`src/rtl/button_conditioner.sv`:
```
// button_conditioner
// Conditions WIDTH raw asynchronous inputs: a 2-flop synchroniser per line,
// a shared sample-rate tick, per-channel saturating debounce counters, and a
// clean level with one-cycle press/release pulses derived from it.
module button_conditioner #(
    parameter int WIDTH          = 1,
    parameter int SAMPLE_CNT_MAX = 62500,
    parameter int PULSE_CNT_MAX  = 200
) (
    input  logic             clk,
    input  logic             rst_n,
    input  logic [WIDTH-1:0] async_in,
    output logic [WIDTH-1:0] pressed,
    output logic [WIDTH-1:0] press_pulse,
    output logic [WIDTH-1:0] release_pulse
);

    localparam int SCNT_W = $clog2(SAMPLE_CNT_MAX);
    localparam int CCNT_W = $clog2(PULSE_CNT_MAX + 1);

    localparam logic [SCNT_W-1:0] SCNT_LAST = SCNT_W'(SAMPLE_CNT_MAX - 1);
    localparam logic [CCNT_W-1:0] CCNT_FULL = CCNT_W'(PULSE_CNT_MAX);

    logic [WIDTH-1:0]  r_sync1;
    logic [WIDTH-1:0]  r_sync2;
    logic [WIDTH-1:0]  r_pressed_d;
    logic [SCNT_W-1:0] r_scnt;
    logic [CCNT_W-1:0] r_ccnt [WIDTH];

    logic              w_tick;
    logic [WIDTH-1:0]  w_pressed;

    // Increment that sticks at the press threshold instead of wrapping.
    function automatic logic [CCNT_W-1:0] sat_inc(input logic [CCNT_W-1:0] cnt);
        if (cnt >= CCNT_FULL) begin
            return CCNT_FULL;
        end
        return cnt + CCNT_W'(1);
    endfunction

    // Two back-to-back flops per line with nothing in between, so the second
    // flop sees a settled value even if the first went metastable.
    always_ff @(posedge clk or negedge rst_n) begin
        if (!rst_n) begin
            r_sync1 <= '0;
            r_sync2 <= '0;
        end else begin
            r_sync1 <= async_in;
            r_sync2 <= r_sync1;
        end
    end

    // Free-running sample counter shared by every channel.
    always_ff @(posedge clk or negedge rst_n) begin
        if (!rst_n) begin
            r_scnt <= '0;
        end else if (w_tick) begin
            r_scnt <= '0;
        end else begin
            r_scnt <= r_scnt + SCNT_W'(1);
        end
    end

    assign w_tick = (r_scnt == SCNT_LAST);

    // Debounce counters: count consecutive high samples, any low sample clears.
    always_ff @(posedge clk or negedge rst_n) begin
        if (!rst_n) begin
            for (int i = 0; i < WIDTH; i++) begin
                r_ccnt[i] <= '0;
            end
        end else if (w_tick) begin
            for (int i = 0; i < WIDTH; i++) begin
                r_ccnt[i] <= r_sync2[i] ? sat_inc(r_ccnt[i]) : '0;
            end
        end
    end

    // Debounced level is a pure decode of the counters, never of the pins.
    always_comb begin
        w_pressed = '0;
        for (int i = 0; i < WIDTH; i++) begin
            w_pressed[i] = (r_ccnt[i] == CCNT_FULL);
        end
    end

    // One-cycle-delayed copy of the level for edge detection.
    always_ff @(posedge clk or negedge rst_n) begin
        if (!rst_n) begin
            r_pressed_d <= '0;
        end else begin
            r_pressed_d <= w_pressed;
        end
    end

    assign pressed       = w_pressed;
    assign press_pulse   = w_pressed & ~r_pressed_d;
    assign release_pulse = ~w_pressed & r_pressed_d;

endmodule
```
`config.mk`:
```
export PLATFORM = sky130hd
export DESIGN_NAME = button_conditioner
export DESIGN_NICKNAME = d
export VERILOG_FILES = /design/src/rtl/button_conditioner.sv
export SDC_FILE = /design/constraint.sdc
export NUM_CORES = 1
export LEC_CHECK = 0
export CORE_ASPECT_RATIO = 1.1
export CORE_UTILIZATION = 58
export CTS_CLUSTER_SIZE = 8
export DETAILED_ROUTE_END_ITERATION = 6
export PLACE_DENSITY = 0.83
export RECOVER_POWER = 100
export SLEW_MARGIN = 10
export SYNTH_ARGS = -nofsm -noshare
export SYNTH_HDL_FRONTEND = slang
export SYNTH_SLANG_ARGS = --single-unit
```
`constraint.sdc`:
```
create_clock -name clk -period 2 [get_ports clk]
set_input_delay 0.2 -clock clk [delete_from_list [all_inputs] [get_ports clk]]
set_output_delay 0.2 -clock clk [all_outputs]
set_load 0.1 [all_outputs]
```
# After elaboration in Yosys (flattened, before gate mapping)
# Index checks and enable logic that the tools add are counted.
# word_totals
register_bits	27
out_inout_bits	3
word_cells	20
# classes
n_addsub	2
n_lt_le_gt_ge	1
eq_ne	2
mux	6
n_bitwise	4
# op_table
cell	count
8-bit 2-to-1 mux	3
16-bit by 1-bit adder with 16-bit output (second input constant)	1
16-bit == test (second input constant)	1
16-bit 2-to-1 mux	1
8-bit by 1-bit adder with 8-bit output (second input constant)	1
8-bit == test (second input constant)	1
8-bit greater-or-equal comparator (second input constant)	1
1-bit bitwise AND	2
1-bit 2-to-1 mux	2
1-bit inverter	2

# Logic depth before layout (Yosys ltp)
# Gate-level depths: netlist (run 1).
# depth
ltp_word	5
mapped_depth	6
mapped_depth_nobuf	5

# Least setup slack after synthesis (run 1)
# Ideal clock, no wire load.
# synth_path
path_type	register to output
startpoint	register r_ccnt[0] in the netlist's numbering
endpoint	output press_pulse
arrival_time_ps	2131
required_ps	1800
setup_slack_ps	-331
path_stages_with_launch	6
path_cell_list	dfrtp_1 -> inv_1 -> ha_1 -> nor3b_1 -> nand3_1 -> nor2_1
# synth_between
elab_chain_len	2
# synth_lines
item	line	source
start: declaration	28	logic [CCNT_W-1:0] r_ccnt [WIDTH];
start signal: indexed assignment	74	r_ccnt[i] <= r_sync2[i] ? sat_inc(r_ccnt[i]) : '0;
8-bit == test	83	w_pressed[i] = (r_ccnt[i] == CCNT_FULL);
1-bit bitwise AND	97	assign press_pulse = w_pressed & ~r_pressed_d;
end: declaration	14	output logic [WIDTH-1:0] press_pulse,
# No other way between the ends.

# Final worst setup path (run 1)
# layout_path
startpoint	register r_ccnt[0] in the netlist's numbering
endpoint	output release_pulse
# layout_between
elab_chain_len	3
# layout_lines
item	line	source
8-bit == test	83	
1-bit inverter	98	assign release_pulse = ~w_pressed & r_pressed_d;
1-bit bitwise AND	98	
end: declaration	15	output logic [WIDTH-1:0] release_pulse
# No other way between the ends.

==> summary.md, run 1 <==
| Metric | Value |
|---|---|
| Outcome | `finished clean` |
| RSZ-0062 raised after global routing | `false` |
| Congestion Overflow GR | `0` |
| CP Cell Sequence | `inv_1 -> ha_1 -> nor3b_2 -> nand3_1 -> and2_1 -> buf_12` |
| Starting DRC count in detailed routing | `25` |
| Placement Cell Area | `0.00145 mm²` |
| Worst skew pair latency | `0.32 ns` |
| CP Class | `flop to primary output` |
| Setup_tns | `0 ns` |
| Full die area | `0.00250 mm²` |
| Worst Setup EP | `release_pulse` |
| Worst IR Drop VDD | `0.000431 V` |
| Clk buf depth | `2` |
| Core Rows | `17` |
| Crit path largest cell delay | `0.46 ns` |
| Detailed Route WL | `2360 µm` |
| DRC viols | `0` |
| Dominant cell by count in the synthesized netlist | `dfrtp_1` |
| Max FO, Critical Path | `6` |
| Non-filler instance count after layout | `164` |
| Max Clock Skew | `0.00562 ns` |
| Post-synthesis sequential area ratio | `50.5%` |
| Fill cells | `168` |
| Antenna-violating nets left | `0` |
| CP required | `1.80 ns` |
| Hold crit path type | `flop to flop` |
| Global-route wire length before repair | `3960 µm` |
| Achievable clock frequency | `0.537 GHz` |
| H-Tree Depth | `1` |
| Crit path launch | `r_ccnt[0]$_DFFE_PN0N_` |
| Worst hold slack | `0.372 ns` |
| Via-to-Cell Ratio | `5.93` |
| Syn nets | `133` |
| CTS tree | `done` |
| CP delay by family, top | `simple AND/OR/NAND/NOR gates` |
| CTS buffer count | `3` |
| Setup violations, final | `0` |
| Post-synth top flop | `dfrtp_1` |
| Placed cells | `160` |
| Fin. Hold Viols | `0` |
| Mapped Cells | `127` |
| Synth area leader | `dfrtp_1` |
| Vias post-DR | `973` |
| Worst setup EP type | `primary output` |
| Critical path launch point type | `flop` |
| Pwr dens | `546 mW/mm²` |
| Reg2Reg Launch Point | `r_scnt[0]$_DFF_PN0_` |
| Pins Over Slew Limit | `0` |
| Post-synth ARST share | `100%` |
| Max-cap viol count | `0` |
| Worst-Margin Slew | `1.40 ns` |
| Worst R2R Setup Slack | `0.17 ns` |
| Critical path buffer and inverter count | `2` |
| PortBufs | `5` |
| EDFF count, synth | `0` |
| Warnings, synthesis | `0` |
| Cts hold-fix bufs | `0` |
| Vias in the first global route | `931` |
| Layout cell share with drive strength beyond 1 | `14.7%` |
| IO Pins | `6` |
| Stages on worst setup path | `6` |
| Post-Syn Area | `0.00134 mm²` |
| Final Cycle Share | `93.1%` |
| Die Ht | `52.4 µm` |
| CTS root buffer | `clkbuf_4` |
| Initial Util | `64.2%` |
| Placer Congestion | `0.897` |
| Hpwl dp | `1680 µm` |
| Cells on worst reg2reg path | `5` |
| Final Core Density | `69.7%` |
| Final Instance Area | `0.00145 mm²` |
| CTS Sinks | `27` |
| Slowest CP cell | `dfrtp_2` |
| Multi-input logic area | `629 µm²` |
| CTS clk-pin slew, worst paths | `0.14 ns` |
| Area growth syn-to-layout | `8.60%` |
| Leak pwr | `0.655 nW` |
| Yosys cell types | `40` |
| First-pass DRT Iterations | `4` |
| Area contributors post-synth | `dfrtp_1, xnor2_1, nor2_1, nand3_1, ha_1` |
| Die width | `47.8 µm` |
| Crit path DAT | `1.66 ns` |
| Commonest cells post-synth | `dfrtp_1, nor2_1, nand2_1, nand3_1, xnor2_1` |
| Pin count of the biggest net entering global routing | `28` |
| Storage element area | `677 µm²` |
| Top cell type's share of synthesized area | `50.5%` |
| Wire per inst | `14.4 µm` |
| Diodes inserted | `0` |
| Minimum clock period | `1.86 ns` |
| Gr usage total | `22.7%` |
| Fin nets | `143` |
| Avg Cell Area, Syn | `10.5 µm²` |
| Seq cells post-synth | `27` |
| Slew margin rel. | `6.66%` |
| Initial antenna violation count | `0` |
| Core area | `0.00208 mm²` |
| RR Endpoint | `r_ccnt[7]$_DFFE_PN0N_` |
## sequential cells by signal, indices dropped and copies added (netlist names)
| register | flops |
|---|---|
| r_sync2 | 1 |
| r_pressed_d | 1 |
| r_sync1 | 1 |
| r_scnt | 16 |
| r_ccnt | 8 |
## cell families (layout without fill, tap and decap cells)
logic type / after synthesis / after routing / synth area share (%)
xor+xnor: 11 / 11 / 7.20
flops: 27 / 27 / 50.5
buf+inv: 6 / 15 / 2.24
fa+ha+maj: 3 / 3 / 2.80
simple gates: 60 / 60 / 27.0
compound gates: 19 / 19 / 9.53
mux: 1 / 1 / 0.748
## worst reg2reg max path: cells and delay by family, from the launching register on
kind / cells / cell delay (ns)
and+or+nand+nor: 3 / 0.94
DFF: 1 / 0.43
adders and majority gates: 1 / 0.25
AOI/OAI and AO/OA: 1 / 0.15
## per-stage QoR
step                      worst slack [ns]  power (W)
final                                0.139   0.000794
after global routing               0.00937   0.000825
after CTS                           0.0316   0.000804
after detailed placement             0.317   0.000581
after global placement               0.390   0.000580
after floorplan                      0.119   0.000564
## power by group
part	switching [W]	internal (W)	total [W]
registers	0.000000693	0.000548	0.000549
logic	0.0000147	0.00000485	0.0000195
clock network	0.000151	0.0000748	0.000226
## per-layer routing
| layer | GRT usage (%) | wire length [µm] |
|---|---|---|
| met5 | 0 | 0 |
| met4 | 12.5 | 21 |
| met3 | 3.45 | 84 |
| met2 | 34.0 | 1170 |
| met1 | 30.9 | 1090 |
## worst min path at each step
| stage | startpoint | endpoint | slack [ns] | cells after the start |
|---|---|---|---|---|
| 6_report | r_sync1$_DFF_PN0_ | r_sync2$_DFF_PN0_ | 0.37 | 0 |
| 3_5_place_dp | r_sync1$_DFF_PN0_ | r_sync2$_DFF_PN0_ | 0.34 | 0 |
| 5_1_grt | r_sync1$_DFF_PN0_ | r_sync2$_DFF_PN0_ | 0.38 | 0 |
| 2_1_floorplan | rst_n | r_ccnt[0]$_DFFE_PN0N_ | -0.1 | 0 |
| 3_3_place_gp | r_sync1$_DFF_PN0_ | r_sync2$_DFF_PN0_ | 0.33 | 0 |
| 4_1_cts | rst_n | r_ccnt[5]$_DFFE_PN0N_ | 0.25 | 2 |
## area by class of cell
class	instances	share of cell area (%)
flip-flops and latches	27	46.6
multi-input cells	94	43.3
repair buffers	6	4.56
well taps	28	2.41
clock buffers	3	1.55
inverters	5	1.29
clock inverters	1	0.344
## what timing repair did
| item | 4_1_cts | 5_1_grt |
|---|---|---|
| endpoints found under the setup margin | 0 | 2 |
| resized for setup | 0 | 2 |
| buffers inserted | 0 | 0 |
## cell usage in the layout (no fill, tap or decap), drive strengths merged
master	count
and2	2
xor2	3
clkinv	1
and4b	1
nand2b	2
buf	3
nand4	3
a211oi	1
dlygate4sd3	2
o31ai	1
and4	2
inv	5
a2bb2oi	2
mux2i	1
nor4	4
ha	3
clkbuf	4
o21ai	10
and4bb	1
nor3b	2
and3	2
nor3	4
dfrtp	27
nand3	9
a22o	1
nor2	13
or3	1
nand2	11
a21oi	3
o311a	1
nand4b	2
nor2b	1
xnor2	8
No activity file was read; power rests on OpenSTA's default activity.
==> run 2, diff against run 1 <==
--- a/config.mk
+++ b/config.mk
@@ -9,7 +9,7 @@
 export CORE_UTILIZATION = 58
 export CTS_CLUSTER_SIZE = 8
 export DETAILED_ROUTE_END_ITERATION = 6
-export PLACE_DENSITY = 0.83
+export PLACE_DENSITY = 0.77
 export RECOVER_POWER = 100
 export SLEW_MARGIN = 10
 export SYNTH_ARGS = -nofsm -noshare
==> summary.md, run 2 (same netlist as run 1, synthesis figures left out) <==
| Metric | Value |
|---|---|
| Outcome | `finished clean` |
| Minimum clock period | `1.92 ns (+0.0554 ns)` |
| Global-route wire length before repair | `3920 µm (-1.0%)` |
| Fin. Hold Viols | `0 (unchanged)` |
| Setup violations, final | `0 (unchanged)` |
| Leak pwr | `0.652 nW (-0.57%)` |
| Pins Over Slew Limit | `0 (unchanged)` |
| Worst IR Drop VDD | `0.000449 V (+4.0%)` |
| Leading cell types in the layout, fill and taps excluded | `dfrtp_1, nor2_1, nand2_1, o21ai_0` |
| RSZ-0062 raised after global routing | `false` |
| CTS clk-pin slew, worst paths | `0.15 ns (about the same)` |
| CP Class | `flop to primary output` |
| Critical path launch point type | `flop` |
| Max-cap viol count | `0 (unchanged)` |
| First-pass DRT Iterations | `4 (unchanged)` |
| Total power | `0.000805 W (+1.4%)` |
| Highest routed layer | `met4` |
| Worst-Margin Slew | `1.40 ns (-0.00225 ns)` |
| H-Tree Depth | `1 (unchanged)` |
| Die Ht | `52.4 µm (unchanged)` |
| CTS Sinks | `27 (unchanged)` |
| Vias in the first global route | `940 (+0.97%)` |
| Met3 routed WL | `61 µm (-27%)` |
| Max FO, Critical Path | `6 (unchanged)` |
| Layout cell share with drive strength beyond 1 | `15.4% (+0.74 points)` |
| Setup_tns | `0 ns (unchanged)` |
| Pin count of the biggest net entering global routing | `28 (unchanged)` |
| IO Pins | `6 (unchanged)` |
| Hold crit path type | `flop to flop` |
| Fill cells | `179 (+6.5%)` |
| Final Cycle Share | `95.8% (+2.8 points)` |
| Wire per inst | `14.5 µm (+0.97%)` |
| Non-filler instance count after layout | `164 (unchanged)` |
| Slew margin rel. | `6.81% (+0.15 points)` |
| DRC viols | `0 (unchanged)` |
| Vias post-DR | `995 (+2.3%)` |
| CTS buffer count | `3 (unchanged)` |
| Via-to-Cell Ratio | `6.07 (+2.3%)` |
| Gr usage total | `22.4% (-0.32 points)` |
| Crit path DAT | `1.72 ns (+0.06 ns)` |
| Max reg flops | `16 (unchanged)` |
| CP required | `1.80 ns (about the same)` |
| Area growth syn-to-layout | `9.16%` |
| Crit path largest cell delay | `0.46 ns (about the same)` |
| Diodes inserted | `0 (unchanged)` |
| Met2 WL | `1240 µm (+5.9%)` |
| Initial antenna violation count | `0 (unchanged)` |
| Starting DRC count in detailed routing | `35 (+40%)` |
| Postcts setup bufs | `0 (unchanged)` |
| Pwr dens | `551 mW/mm² (+0.92%)` |
| PortBufs | `5 (unchanged)` |
| Placed cells | `160 (unchanged)` |
| Die width | `47.8 µm (unchanged)` |
| Metal1 wirelength | `1040 µm (-4.5%)` |
| Initial Util | `64.2% (unchanged)` |
| Achievable clock frequency | `0.522 GHz (-2.9%)` |
| Slowest CP cell | `dfrtp_2` |
| Clk buf depth | `2 (unchanged)` |
| Largest Register | `r_scnt` |
| Core area | `0.00208 mm² (unchanged)` |
| Antenna-violating nets left | `0 (unchanged)` |
| Max Clock Skew | `0.00589 ns (+0.000265 ns)` |
| Core Rows | `17 (unchanged)` |
| Detailed Route WL | `2380 µm (+0.97%)` |
| CP Cell Sequence | `inv_1 -> ha_1 -> nor3b_2 -> nand3_2 -> and2_1 -> buf_12` |
| Placer Congestion | `0.851 (-5.1%)` |
| Most common cell after layout, fill and taps aside | `dfrtp_1` |
| Full die area | `0.00250 mm² (unchanged)` |
| CTS root buffer | `clkbuf_4` |
| Cts hold-fix bufs | `0 (unchanged)` |
| Top flop regs | `r_scnt: 16 flops, r_ccnt: 8 flops` |
| Worst setup EP type | `primary output` |
| Hpwl dp | `1790 µm (+6.6%)` |
| Congestion Overflow GR | `0 (unchanged)` |
| Worst skew pair latency | `0.32 ns (about the same)` |
| CTS tree | `done` |
| Fin nets | `143 (unchanged)` |
[run 2: changes by cell type in the layout (fill, tap and decap cells not counted)]
cell / previous run / this run
clkinv_2: 1 / 0
nand3_1: 9 / 8
clkinvlp_4: 0 / 1
nand3_2: 0 / 1
[run 2: where the power goes]
part	internal (W)	switching, W
logic	0.00000483	0.0000144
registers	0.000548	0.000000797
clock network	0.0000764	0.000161
[run 2: what timing repair did]
action,4_1_cts,5_1_grt
resized for setup,1,2
gates cloned,0,0
setup endpoints to repair,2,2
[run 2: final timing paths]
kind                                       start                    end  slack (ns)  depth (start not counted)
setup reg to reg             r_scnt[0]$_DFF_PN0_  r_ccnt[7]$_DFFE_PN0N_        0.18                          5
setup / recovery           r_ccnt[0]$_DFFE_PN0N_          release_pulse        0.08                          6
max in group asynchronous                  rst_n  r_ccnt[0]$_DFFE_PN0N_        0.39                          2
hold / removal                 r_sync1$_DFF_PN0_      r_sync2$_DFF_PN0_        0.37                          0
hold reg to reg                r_sync1$_DFF_PN0_      r_sync2$_DFF_PN0_        0.37                          0
min in group asynchronous                  rst_n  r_ccnt[4]$_DFFE_PN0N_        0.71                          2
[run 2: final cells by class]
class,instances,area (µm²),area share (%)
Clock inverter,1,7.51,0.514
Clock buffer,3,22.5,1.54
Inverter,5,18.8,1.28
Tap cell,28,35.0,2.40
Multi-Input combinational cell,94,634,43.4
Timing Repair Buffer,6,66.3,4.54
Sequential cell,27,677,46.3
[run 2: metrics by stage]
step	setup WS, ns	hold WS (ns)	util (%)	instance area, µm²
after floorplan	0.119	-0.0956	-	1340
final	0.0831	0.370	70.1	1460
after detailed placement	0.294	0.340	69.7	1450
after CTS	0.0574	0.231	71.4	1490
after global routing	0.0134	0.388	70.1	1460
after global placement	0.375	0.335	69.7	1450
[run 2: worst max-delay path: cells and delay by family (launching register included)]
kind,cells,cell delay (ns)
DFF,1,0.46
and+or+nand+nor,3,0.57
adders and majority gates,1,0.13
buffers and inverters,2,0.23
[run 2: per-layer routing]
layer	track usage (%)	vias up
li1	-	473
met1	27.7	496
met2	38.3	20
met3	3.10	6
met4	8.33	0
met5	0	-
